## src/rtl/i2c_arb_pkg.sv

```systemverilog
// Shared definitions for the I2C arbiter: FSM state encoding, default sizing
// constants, bus field widths and a small wrap-around increment helper.
package i2c_arb_pkg;

   localparam int DEF_NREQ           = 4;
   localparam int DEF_TIMEOUT_CYCLES = 200_000;
   localparam int ADDR_W             = 7;
   localparam int DATA_W             = 8;

   typedef enum logic [1:0] {
      IDLE      = 2'd0,
      ISSUE     = 2'd1,
      WAIT_DONE = 2'd2,
      RESP      = 2'd3
   } arb_state_e;

   // Next round-robin start index after the given requester, wrapping at n.
   function automatic int unsigned wrap_inc(input int unsigned idx, input int unsigned n);
      return (idx + 32'd1 >= n) ? 32'd0 : idx + 32'd1;
   endfunction

endpackage

```

## src/rtl/rr_picker.sv

```systemverilog
// Combinational round-robin picker: scans the request vector starting at
// rr_ptr, ascending with wrap, and reports the first active index.
module rr_picker #(
   parameter int NREQ = 4
) (
   input  logic [NREQ-1:0]         req,
   input  logic [$clog2(NREQ)-1:0] rr_ptr,
   output logic [$clog2(NREQ)-1:0] winner,
   output logic                    valid
);

   localparam int IDW = $clog2(NREQ);

   int unsigned idx;
   logic        found;

   // Walk the requesters from the pointer onward and keep the first hit.
   always_comb begin
      winner = '0;
      valid  = |req;
      found  = 1'b0;
      idx    = 32'd0;
      for (int i = 0; i < NREQ; i++) begin
         idx = (32'(rr_ptr) + 32'(i)) % 32'(NREQ);
         if (!found && req[idx]) begin
            winner = IDW'(idx);
            found  = 1'b1;
         end
      end
   end

endmodule

```

## src/rtl/i2c_arbiter.sv

```systemverilog
// Round-robin arbiter that shares one I2C master between NREQ requesters.
// One transaction at a time: grant, issue a single m_newd strobe, wait for
// m_done, return a one-cycle response, then pass through IDLE again.
// Optional WAIT_DONE watchdog is compiled in with I2C_ARBITER_TIMEOUT_EN.
module i2c_arbiter
   import i2c_arb_pkg::*;
#(
   parameter int NREQ           = DEF_NREQ,
   parameter int TIMEOUT_CYCLES = DEF_TIMEOUT_CYCLES
) (
   input  logic                     clk,
   input  logic                     rst,
   input  logic [NREQ-1:0]          req,
   input  logic [NREQ*ADDR_W-1:0]   req_addr,
   input  logic [NREQ-1:0]          req_op,
   input  logic [NREQ*DATA_W-1:0]   req_din,
   output logic [NREQ-1:0]          gnt,
   output logic                     rsp_valid,
   output logic [$clog2(NREQ)-1:0]  rsp_id,
   output logic [DATA_W-1:0]        rsp_dout,
   output logic                     rsp_ack_err,
   output logic                     rsp_timeout,
   output logic                     m_newd,
   output logic [ADDR_W-1:0]        m_addr,
   output logic                     m_op,
   output logic [DATA_W-1:0]        m_din,
   input  logic                     m_busy,
   input  logic                     m_done,
   input  logic [DATA_W-1:0]        m_dout,
   input  logic                     m_ack_err
);

   localparam int IDW = $clog2(NREQ);

   if (NREQ < 2 || NREQ > 8 || TIMEOUT_CYCLES < 1) begin : g_bad_params
      $error("i2c_arbiter: NREQ must be 2..8 and TIMEOUT_CYCLES positive");
   end

   arb_state_e          state_q, state_d;
   logic [NREQ-1:0]     gnt_q, gnt_d;
   logic [IDW-1:0]      winner_q, winner_d;
   logic [IDW-1:0]      rr_ptr_q, rr_ptr_d;
   logic                rsp_valid_q, rsp_valid_d;
   logic [IDW-1:0]      rsp_id_q, rsp_id_d;
   logic [DATA_W-1:0]   rsp_dout_q, rsp_dout_d;
   logic                rsp_ack_err_q, rsp_ack_err_d;
   logic                m_newd_q, m_newd_d;
   logic [ADDR_W-1:0]   m_addr_q, m_addr_d;
   logic                m_op_q, m_op_d;
   logic [DATA_W-1:0]   m_din_q, m_din_d;

   logic [IDW-1:0]      pick_idx;
   logic                pick_valid;
   int unsigned         sel;
   logic                timeout_hit;

   rr_picker #(.NREQ(NREQ)) u_rr_picker (
      .req    (req),
      .rr_ptr (rr_ptr_q),
      .winner (pick_idx),
      .valid  (pick_valid)
   );

   assign sel = 32'(pick_idx);

`ifdef I2C_ARBITER_TIMEOUT_EN
   localparam int CNT_W = $clog2(TIMEOUT_CYCLES + 1);

   logic [CNT_W-1:0] wd_cnt_q, wd_cnt_d;
   logic             rsp_timeout_q, rsp_timeout_d;

   // Watchdog restarts as WAIT_DONE is entered and counts every waiting cycle.
   always_comb begin
      wd_cnt_d      = wd_cnt_q;
      rsp_timeout_d = rsp_timeout_q;
      if (state_q == ISSUE) begin
         wd_cnt_d = '0;
      end else if (state_q == WAIT_DONE) begin
         wd_cnt_d = wd_cnt_q + CNT_W'(1);
         if (m_done) begin
            rsp_timeout_d = 1'b0;
         end else if (timeout_hit) begin
            rsp_timeout_d = 1'b1;
         end
      end
   end

   assign timeout_hit = (state_q == WAIT_DONE) && !m_done &&
                        (wd_cnt_q == CNT_W'(TIMEOUT_CYCLES - 1));

   // Watchdog and timeout flag registers.
   always_ff @(posedge clk) begin
      if (rst) begin
         wd_cnt_q      <= '0;
         rsp_timeout_q <= 1'b0;
      end else begin
         wd_cnt_q      <= wd_cnt_d;
         rsp_timeout_q <= rsp_timeout_d;
      end
   end

   assign rsp_timeout = rsp_timeout_q;
`else
   assign timeout_hit = 1'b0;
   assign rsp_timeout = 1'b0;
`endif

   // FSM state register.
   always_ff @(posedge clk) begin
      if (rst) begin
         state_q <= IDLE;
      end else begin
         state_q <= state_d;
      end
   end

   // Next-state logic: one transaction per pass, always returning to IDLE.
   always_comb begin
      state_d = state_q;
      case (state_q)
         IDLE:      if (pick_valid && !m_busy) state_d = ISSUE;
         ISSUE:     state_d = WAIT_DONE;
         WAIT_DONE: if (m_done || timeout_hit) state_d = RESP;
         RESP:      state_d = IDLE;
         default:   state_d = IDLE;
      endcase
   end

   // Output/datapath logic: latch the winner's command, strobe it, capture the result.
   always_comb begin
      gnt_d         = gnt_q;
      winner_d      = winner_q;
      rr_ptr_d      = rr_ptr_q;
      rsp_valid_d   = 1'b0;
      rsp_id_d      = rsp_id_q;
      rsp_dout_d    = rsp_dout_q;
      rsp_ack_err_d = rsp_ack_err_q;
      m_newd_d      = 1'b0;
      m_addr_d      = m_addr_q;
      m_op_d        = m_op_q;
      m_din_d       = m_din_q;
      case (state_q)
         IDLE: begin
            if (pick_valid && !m_busy) begin
               gnt_d           = '0;
               gnt_d[pick_idx] = 1'b1;
               winner_d        = pick_idx;
               m_addr_d        = req_addr[sel*ADDR_W +: ADDR_W];
               m_op_d          = req_op[sel];
               m_din_d         = req_din[sel*DATA_W +: DATA_W];
            end
         end
         ISSUE: begin
            m_newd_d = 1'b1;
         end
         WAIT_DONE: begin
            if (m_done) begin
               rsp_valid_d   = 1'b1;
               rsp_id_d      = winner_q;
               rsp_dout_d    = m_op_q ? m_dout : '0;
               rsp_ack_err_d = m_ack_err;
            end else if (timeout_hit) begin
               rsp_valid_d   = 1'b1;
               rsp_id_d      = winner_q;
               rsp_dout_d    = '0;
               rsp_ack_err_d = 1'b1;
            end
         end
         RESP: begin
            gnt_d    = '0;
            rr_ptr_d = IDW'(wrap_inc(32'(winner_q), NREQ));
         end
         default: ;
      endcase
   end

   // Datapath and response registers.
   always_ff @(posedge clk) begin
      if (rst) begin
         gnt_q         <= '0;
         winner_q      <= '0;
         rr_ptr_q      <= '0;
         rsp_valid_q   <= 1'b0;
         rsp_id_q      <= '0;
         rsp_dout_q    <= '0;
         rsp_ack_err_q <= 1'b0;
         m_newd_q      <= 1'b0;
         m_addr_q      <= '0;
         m_op_q        <= 1'b0;
         m_din_q       <= '0;
      end else begin
         gnt_q         <= gnt_d;
         winner_q      <= winner_d;
         rr_ptr_q      <= rr_ptr_d;
         rsp_valid_q   <= rsp_valid_d;
         rsp_id_q      <= rsp_id_d;
         rsp_dout_q    <= rsp_dout_d;
         rsp_ack_err_q <= rsp_ack_err_d;
         m_newd_q      <= m_newd_d;
         m_addr_q      <= m_addr_d;
         m_op_q        <= m_op_d;
         m_din_q       <= m_din_d;
      end
   end

   assign gnt         = gnt_q;
   assign rsp_valid   = rsp_valid_q;
   assign rsp_id      = rsp_id_q;
   assign rsp_dout    = rsp_dout_q;
   assign rsp_ack_err = rsp_ack_err_q;
   assign m_newd      = m_newd_q;
   assign m_addr      = m_addr_q;
   assign m_op        = m_op_q;
   assign m_din       = m_din_q;

endmodule

```

## config.mk

```make
export PLATFORM = sky130hd
export DESIGN_NAME = i2c_arbiter
export DESIGN_NICKNAME = d
export VERILOG_FILES = /design/src/rtl/i2c_arb_pkg.sv /design/src/rtl/rr_picker.sv /design/src/rtl/i2c_arbiter.sv
export SDC_FILE = /design/constraint.sdc
export NUM_CORES = 1
export LEC_CHECK = 0
export BUFFER_PORTS_ARGS = -buffer_cell sky130_fd_sc_hd__buf_2
export CAP_MARGIN = 15
export CORE_MARGIN = 5
export CORE_UTILIZATION = 41
export CTS_CLUSTER_DIAMETER = 80
export CTS_CLUSTER_SIZE = 12
export DETAILED_ROUTE_END_ITERATION = 8
export GPL_TIMING_DRIVEN = 0
export PLACE_DENSITY = 0.76
export REMOVE_ABC_BUFFERS = 1
export SLEW_MARGIN = 20
export SYNTH_ARGS = -nofsm -noshare
export SYNTH_HDL_FRONTEND = slang
export SYNTH_SLANG_ARGS = --single-unit
export TNS_END_PERCENT = 5
```

## constraint.sdc

```tcl
create_clock -name clk -period 2 [get_ports clk]
set_clock_uncertainty 0.15 [all_clocks]
set_input_delay 0.4 -clock clk [delete_from_list [all_inputs] [get_ports clk]]
set_output_delay 0.4 -clock clk [all_outputs]
set_load 0.02 [all_outputs]
```

# After elaboration in Yosys (flattened, before gate mapping)
# Index checks and enable logic that the tools add are counted.
[op_classes] addsub=4 mul=1 n_lt_le_gt_ge=8 eq_ne=5 shifts=2 muxes=28 n_bitwise=1 reduce_logical=17
[ops] op="$shiftx 32x6->8" count=1
[ops] op="$shiftx 28x6->7" count=1
[ops] op="$lt 2x3->1 const B" count=6
[ops] op="$mux 2" count=7
[ops] op="$mux 1" count=11
[ops] op="$bmux 1 s2" count=5
[ops] op="$mux 8" count=1
[ops] op="$pmux 2 s4" count=1
[ops] op="$pmux 4 s2" count=1
[ops] op="$reduce_and 2->1" count=4
[ops] op="$logic_and 1x1->1" count=5
[ops] op="$mul 2x3->5 const B" count=1
[ops] op="$add 2x2->2 const B" count=2
[ops] op="$eq 2x2->1 const B" count=2
[ops] op="$logic_not 1->1" count=4
[ops] op="$mux 4" count=1
[ops] op="$ne 2x2->1 const B" count=2
[ops] op="$reduce_or 4->1" count=1
[ops] op="$add 2x1->3 const B" count=1
[ops] op="$ge 3x3->1 const B" count=1
[ops] op="$add 2x1->2 const B" count=1
[ops] op="$demux 1 s2" count=1
[ops] op="$eq 2x1->1 const B" count=1
[ops] op="$ge 2x1->1 const B" count=1
[ops] op="4 further kinds" count=4
[word_totals] reg_bits=39

# Logic depth before layout (Yosys ltp)
[depth] depth_word=18 ltp_mapped=7 depth_no_buf=6

# Cells and area by module
# A second synthesis with hierarchy kept.
[hier_totals] cells_unflattened=183 hier_area_um2=1974.4
[modules_own_cells] module="i2c_arbiter" n_inst=1 cells_each=168 area_per_inst_um2=1896.8 seq_area_each_um2=780.7
[modules_own_cells] module="rr_picker" n_inst=1 cells_each=15 area_per_inst_um2=77.6 seq_area_each_um2=0.0

# Worst setup path after synthesis
# OpenSTA, ideal clock, no wires.
[synth_timing] path_type="input -> register" startpoint="input req[0]" endpoint="register m_din_q[0], in the netlist m_din[0]" setup_time_ps=133 arrival_time_ps=1731 required_ps=1717 setup_slack_ps=-15 stages=7 path_buffers=3 path_cell_list="buf_6 > or4_1 > and3_1 > clkbuf_1 > buf_2 > nor2_1 > a211oi_2"
[synth_via] elab_chain_cells=13 word_cells_on_any_way=25
[synth_lines] item="start, declared" line_no="i2c_arbiter.sv:13" source="input logic [NREQ-1:0] req,"
[synth_lines] item="$bmux 1 s2" line_no="rr_picker.sv:25" source="if (!found && req[idx]) begin"
[synth_lines] item="$mux 1 (implied by the code)" line_no="rr_picker.sv:25"
[synth_lines] item="$mux 1" line_no="rr_picker.sv:25"
[synth_lines] item="$logic_not 1->1" line_no="rr_picker.sv:25"
[synth_lines] item="$logic_and 1x1->1" line_no="rr_picker.sv:25"
[synth_lines] item="$mux 1" line_no="rr_picker.sv:25"
[synth_lines] item="$logic_not 1->1" line_no="rr_picker.sv:25"
[synth_lines] item="$logic_and 1x1->1" line_no="rr_picker.sv:25"
[synth_lines] item="$mux 1" line_no="rr_picker.sv:25"
[synth_lines] item="$logic_not 1->1" line_no="rr_picker.sv:25"
[synth_lines] item="$logic_and 1x1->1" line_no="rr_picker.sv:25"
[synth_lines] item="$mux 2" line_no="rr_picker.sv:25"
[synth_lines] item="$shiftx 32x6->8" line_no="i2c_arbiter.sv:150" source="m_din_d = req_din[sel*DATA_W +: DATA_W];"
[synth_lines] item="end signal, assigned" line_no="i2c_arbiter.sv:202" source="m_din_q <= m_din_d;"
[synth_lines] item="end, declared" line_no="i2c_arbiter.sv:50" source="logic [DATA_W-1:0] m_din_q, m_din_d;"
# Several ways; a longest one is shown, not always the timed one. The select of a mux whose other input is x is not followed.
# A chain may end at the register's enable or synchronous reset.

# Worst setup path after layout
# Ends and elaborated chain as after synthesis.

==> impl_metrics.py <==
metrics = {
    "status": {
        "status": "completed",
    },
    "critical_path": {
        "worstSetupPathType": "input pin to flip-flop",
        "startpoint_type": "input pin",
        "critPathMaxFanout": 9,
        "timing.rr.end": "m_din[0]",
        "endpoint_kind": "flip-flop",
        "crit_required_ns": 2.00,
        "reg2reg_depth": 6,
        "timing.rr.start": "rr_ptr_q[1]",
        "arrival_ns": 1.97,
        "regToRegSetupSlack_ns": 0.03,
    },
    "logic_synthesis": {
        "synthXorXnorAreaFrac_pct": 0,
        "syn_area_mm2": 0.00222,
        "syn_inst": 263,
        "yosys-top-cells-count": "39 x dfxtp_1, 30 x nor2_1, 17 x nand2_1",
        "yosysMostFrequentCell": "dfxtp_1",
        "synth_area_leaders": "dfxtp_1 35%, a21boi_2 7.1%, a221oi_1 6.3%",
        "avgSynthCellArea_um2": 8.46,
        "ys_ff_latch": 39,
        "synth.distinct_cells": 40,
        "synth-edff-count": 0,
        "synthAdderAreaFrac_pct": 3.37,
        "synth_top_family_by_area": "compound AO/OA/AOI/OAI gates",
        "yosysWarnings": 0,
        "synth_compound_area_share_pct": 32.7,
        "synthArstFlopShare_pct": 0,
        "muxShareOfSynthArea_pct": 2.25,
        "synth_top_area_share_pct": 35.1,
        "synthFlopType": "dfxtp_1",
        "synthSimpleGateAreaFrac_pct": 19.2,
        "ys_seq_area_share_pct": 35.1,
        "synth_top_cell_by_area": "dfxtp_1",
    },
    "clock_tree": {
        "cts_max_level": 2,
        "clock-sinks": 39,
        "cts_buffers": 5,
        "cts_hold_buf": 0,
        "cts_buffer_depth": 2,
        "clkSlewWorstSetupHoldPaths_ns": 0.08,
        "clk_latency_ns": 0.29,
        "cts-root-buf": "clkbuf_8",
        "cts_tree": "built",
    },
    "hold_path": {
        "hold-path-cell-count": 3,
        "holdCritPathClass": "input pin to flip-flop",
        "hp-start": "m_ack_err",
        "hold_end": "rsp_ack_err",
    },
    "routing": {
        "ant_nets": 0,
        "drc": 0,
        "first_pass_iters": 4,
        "via_count": 2443,
        "drtIter0Drc": 187,
        "via_per_inst": 5.51,
        "wirelength_um": 7550,
        "post_drt_wl_per_cell_um": 17.0,
    },
    "finish": {
        "ff_latch_area_um2": 788,
        "areaGrowthSynthToFinish_pct": 34.4,
        "fillerInstances": 524,
        "nets": 459,
        "diodes": 0,
        "multi_input_comb_area_mm2": 0.00138,
        "drive_above_1_share_pct": 43.7,
        "stdcell_area_mm2": 0.00299,
    },
    "floorplan": {
        "die_h_um": 83.7,
        "rows": 26,
        "io_pins": 115,
        "die_w_um": 83.7,
        "start_util_pct": 42.7,
        "die_area_mm2": 0.00700,
        "core_mm2": 0.00520,
    },
    "global_route": {
        "grt_max_degree": 42,
        "grt_pass1_vias": 2335,
        "grt_usage_pct": 19.7,
        "grt_pass1_wl_um": 11300,
        "grt_antenna_before_repair": 0,
        "grt_overflow": 0,
    },
    "place": {
        "finalWeightedCongestion": 0.782,
        "placed_cell_area_mm2": 0.00274,
        "post-dp-hpwl_um": 4530,
        "io_buffers": 113,
    },
    "timing": {
        "slew_viol_final": 0,
        "hold_viol": 0,
        "timing.final.crit_share_pct": 98.5,
        "setup_viol": 0,
        "max_freq_mhz": 508,
        "tightest_slew_ns": 0.733,
        "rsz0062_at_grt": "yes",
        "max_slew_margin_pct": 51.2,
        "min_period_ns": 1.97,
    },
    "power_and_ir_drop": {
        "power-per-cell-area_mw_per_mm2": 913,
        "p_total_mw": 2.73,
        "leakage_nw": 1.37,
        "ir_drop_uv": 329,
    },
    "run": {
        "cap_violations": 0,
    },
}
-- sequential cells by signal, summed over array words and instances, names as in the netlist --
signal and cells:
m_op 1, rsp_id 2, m_addr 7, rr_ptr_q 2
m_din 8, rsp_valid 1, rsp_dout 8, m_newd 1
gnt 4, state_q 2, winner_q 2, rsp_ack_err 1
-- report_power, final --
part,total (mW),switching (mW),leakage (nW),internal (mW)
clock network,0.558,0.276,0.0484,0.283
registers,1.02,0.0978,0.320,0.918
logic,1.16,0.711,0.998,0.446
-- routing by layer --
layer  GRT usage [%]  part of all wire, %  vias to the layer above
met2            34.3                   50                       98
li1                -                    -                     1198
met3            6.22                  7.4                       11
met4            7.16                  1.9                        0
met1            22.4                   40                     1136
met5               0                    0                        -
-- how the worst max path moves through the flow --
stage / depth (start not counted) / startpoint / slack (ns) / endpoint
6_report: 6 / req[0] / 0.03 / m_din[0]
5_1_grt: 5 / rr_ptr_q[1] / -0.03 / m_din[3]
4_1_cts: 5 / rr_ptr_q[1] / 0.03 / m_addr[2]
3_5_place_dp: 6 / req[0] / -0.53 / gnt[3]
3_3_place_gp: 6 / req[0] / -0.52 / gnt[3]
2_1_floorplan: 5 / rr_ptr_q[1] / -0.05 / m_addr[2]
-- per-stage QoR --
step	hold WS (ns)	std cells	utilization [%]	setup slack (ns)	setup TNS [ns]
6_report	0.198	443	57.5	0.0307	0
4_1_cts	0.195	433	55.3	0.0335	0
3_3_place_gp	0.287	422	52.6	-0.522	-7.85
5_1_grt	0.196	443	57.5	-0.0285	-0.0837
2_1_floorplan	0.293	239	-	-0.0461	-0.0552
3_5_place_dp	0.294	422	52.6	-0.527	-8.13
-- area by class of cell --
class / instances / area share (%)
Tap cell: 70 / 2.93
Sequential cell: 39 / 26.4
Clock buffer: 7 / 2.89
Inverter: 5 / 0.753
Multi-Input combinational cell: 201 / 46.2
Timing Repair Buffer: 120 / 20.6
Clock inverter: 1 / 0.293
-- timing repair --
action	in CTS	in global routing
endpoints found under the setup margin	21	20
pin swaps	2	3
endpoints found under the hold margin	0	0
cloned	3	3
buffers inserted	0	7
resized for setup	8	14
-- worst max-delay path, stage by stage --
cell and delay [ns]:
buf_2 0.15, nor2b_1 0.21, or4_4 0.69, and3_1 0.23, o21bai_1 0.19, a211oi_2 0.10
-- kinds of logic after synthesis --
family                     after synthesis
and+or+nand+nor                         87
AOI/OAI and AO/OA                       96
DFF                                     39
muxes                                    5
buffers and inverters                   29
adders and majority gates                6
other                                    1
-- placed cells by master, fill, tap and decap left out, types with 4 or more instances in the layout --
cell type  instances
a211oi_1          14
a221oi_1          16
o21ai_1           13
ha_1               6
o21ai_0            4
nor2_1            30
a21boi_2          14
a22oi_1            4
clkbuf_8           6
buf_4              6
or4_4              7
mux2i_1            5
inv_1              4
buf_2            113
nand2_1           17
dfxtp_1           37
a21oi_1           16
nand3_1            8
and3_1            15
Note: power is estimated with default switching activity, not from simulation.
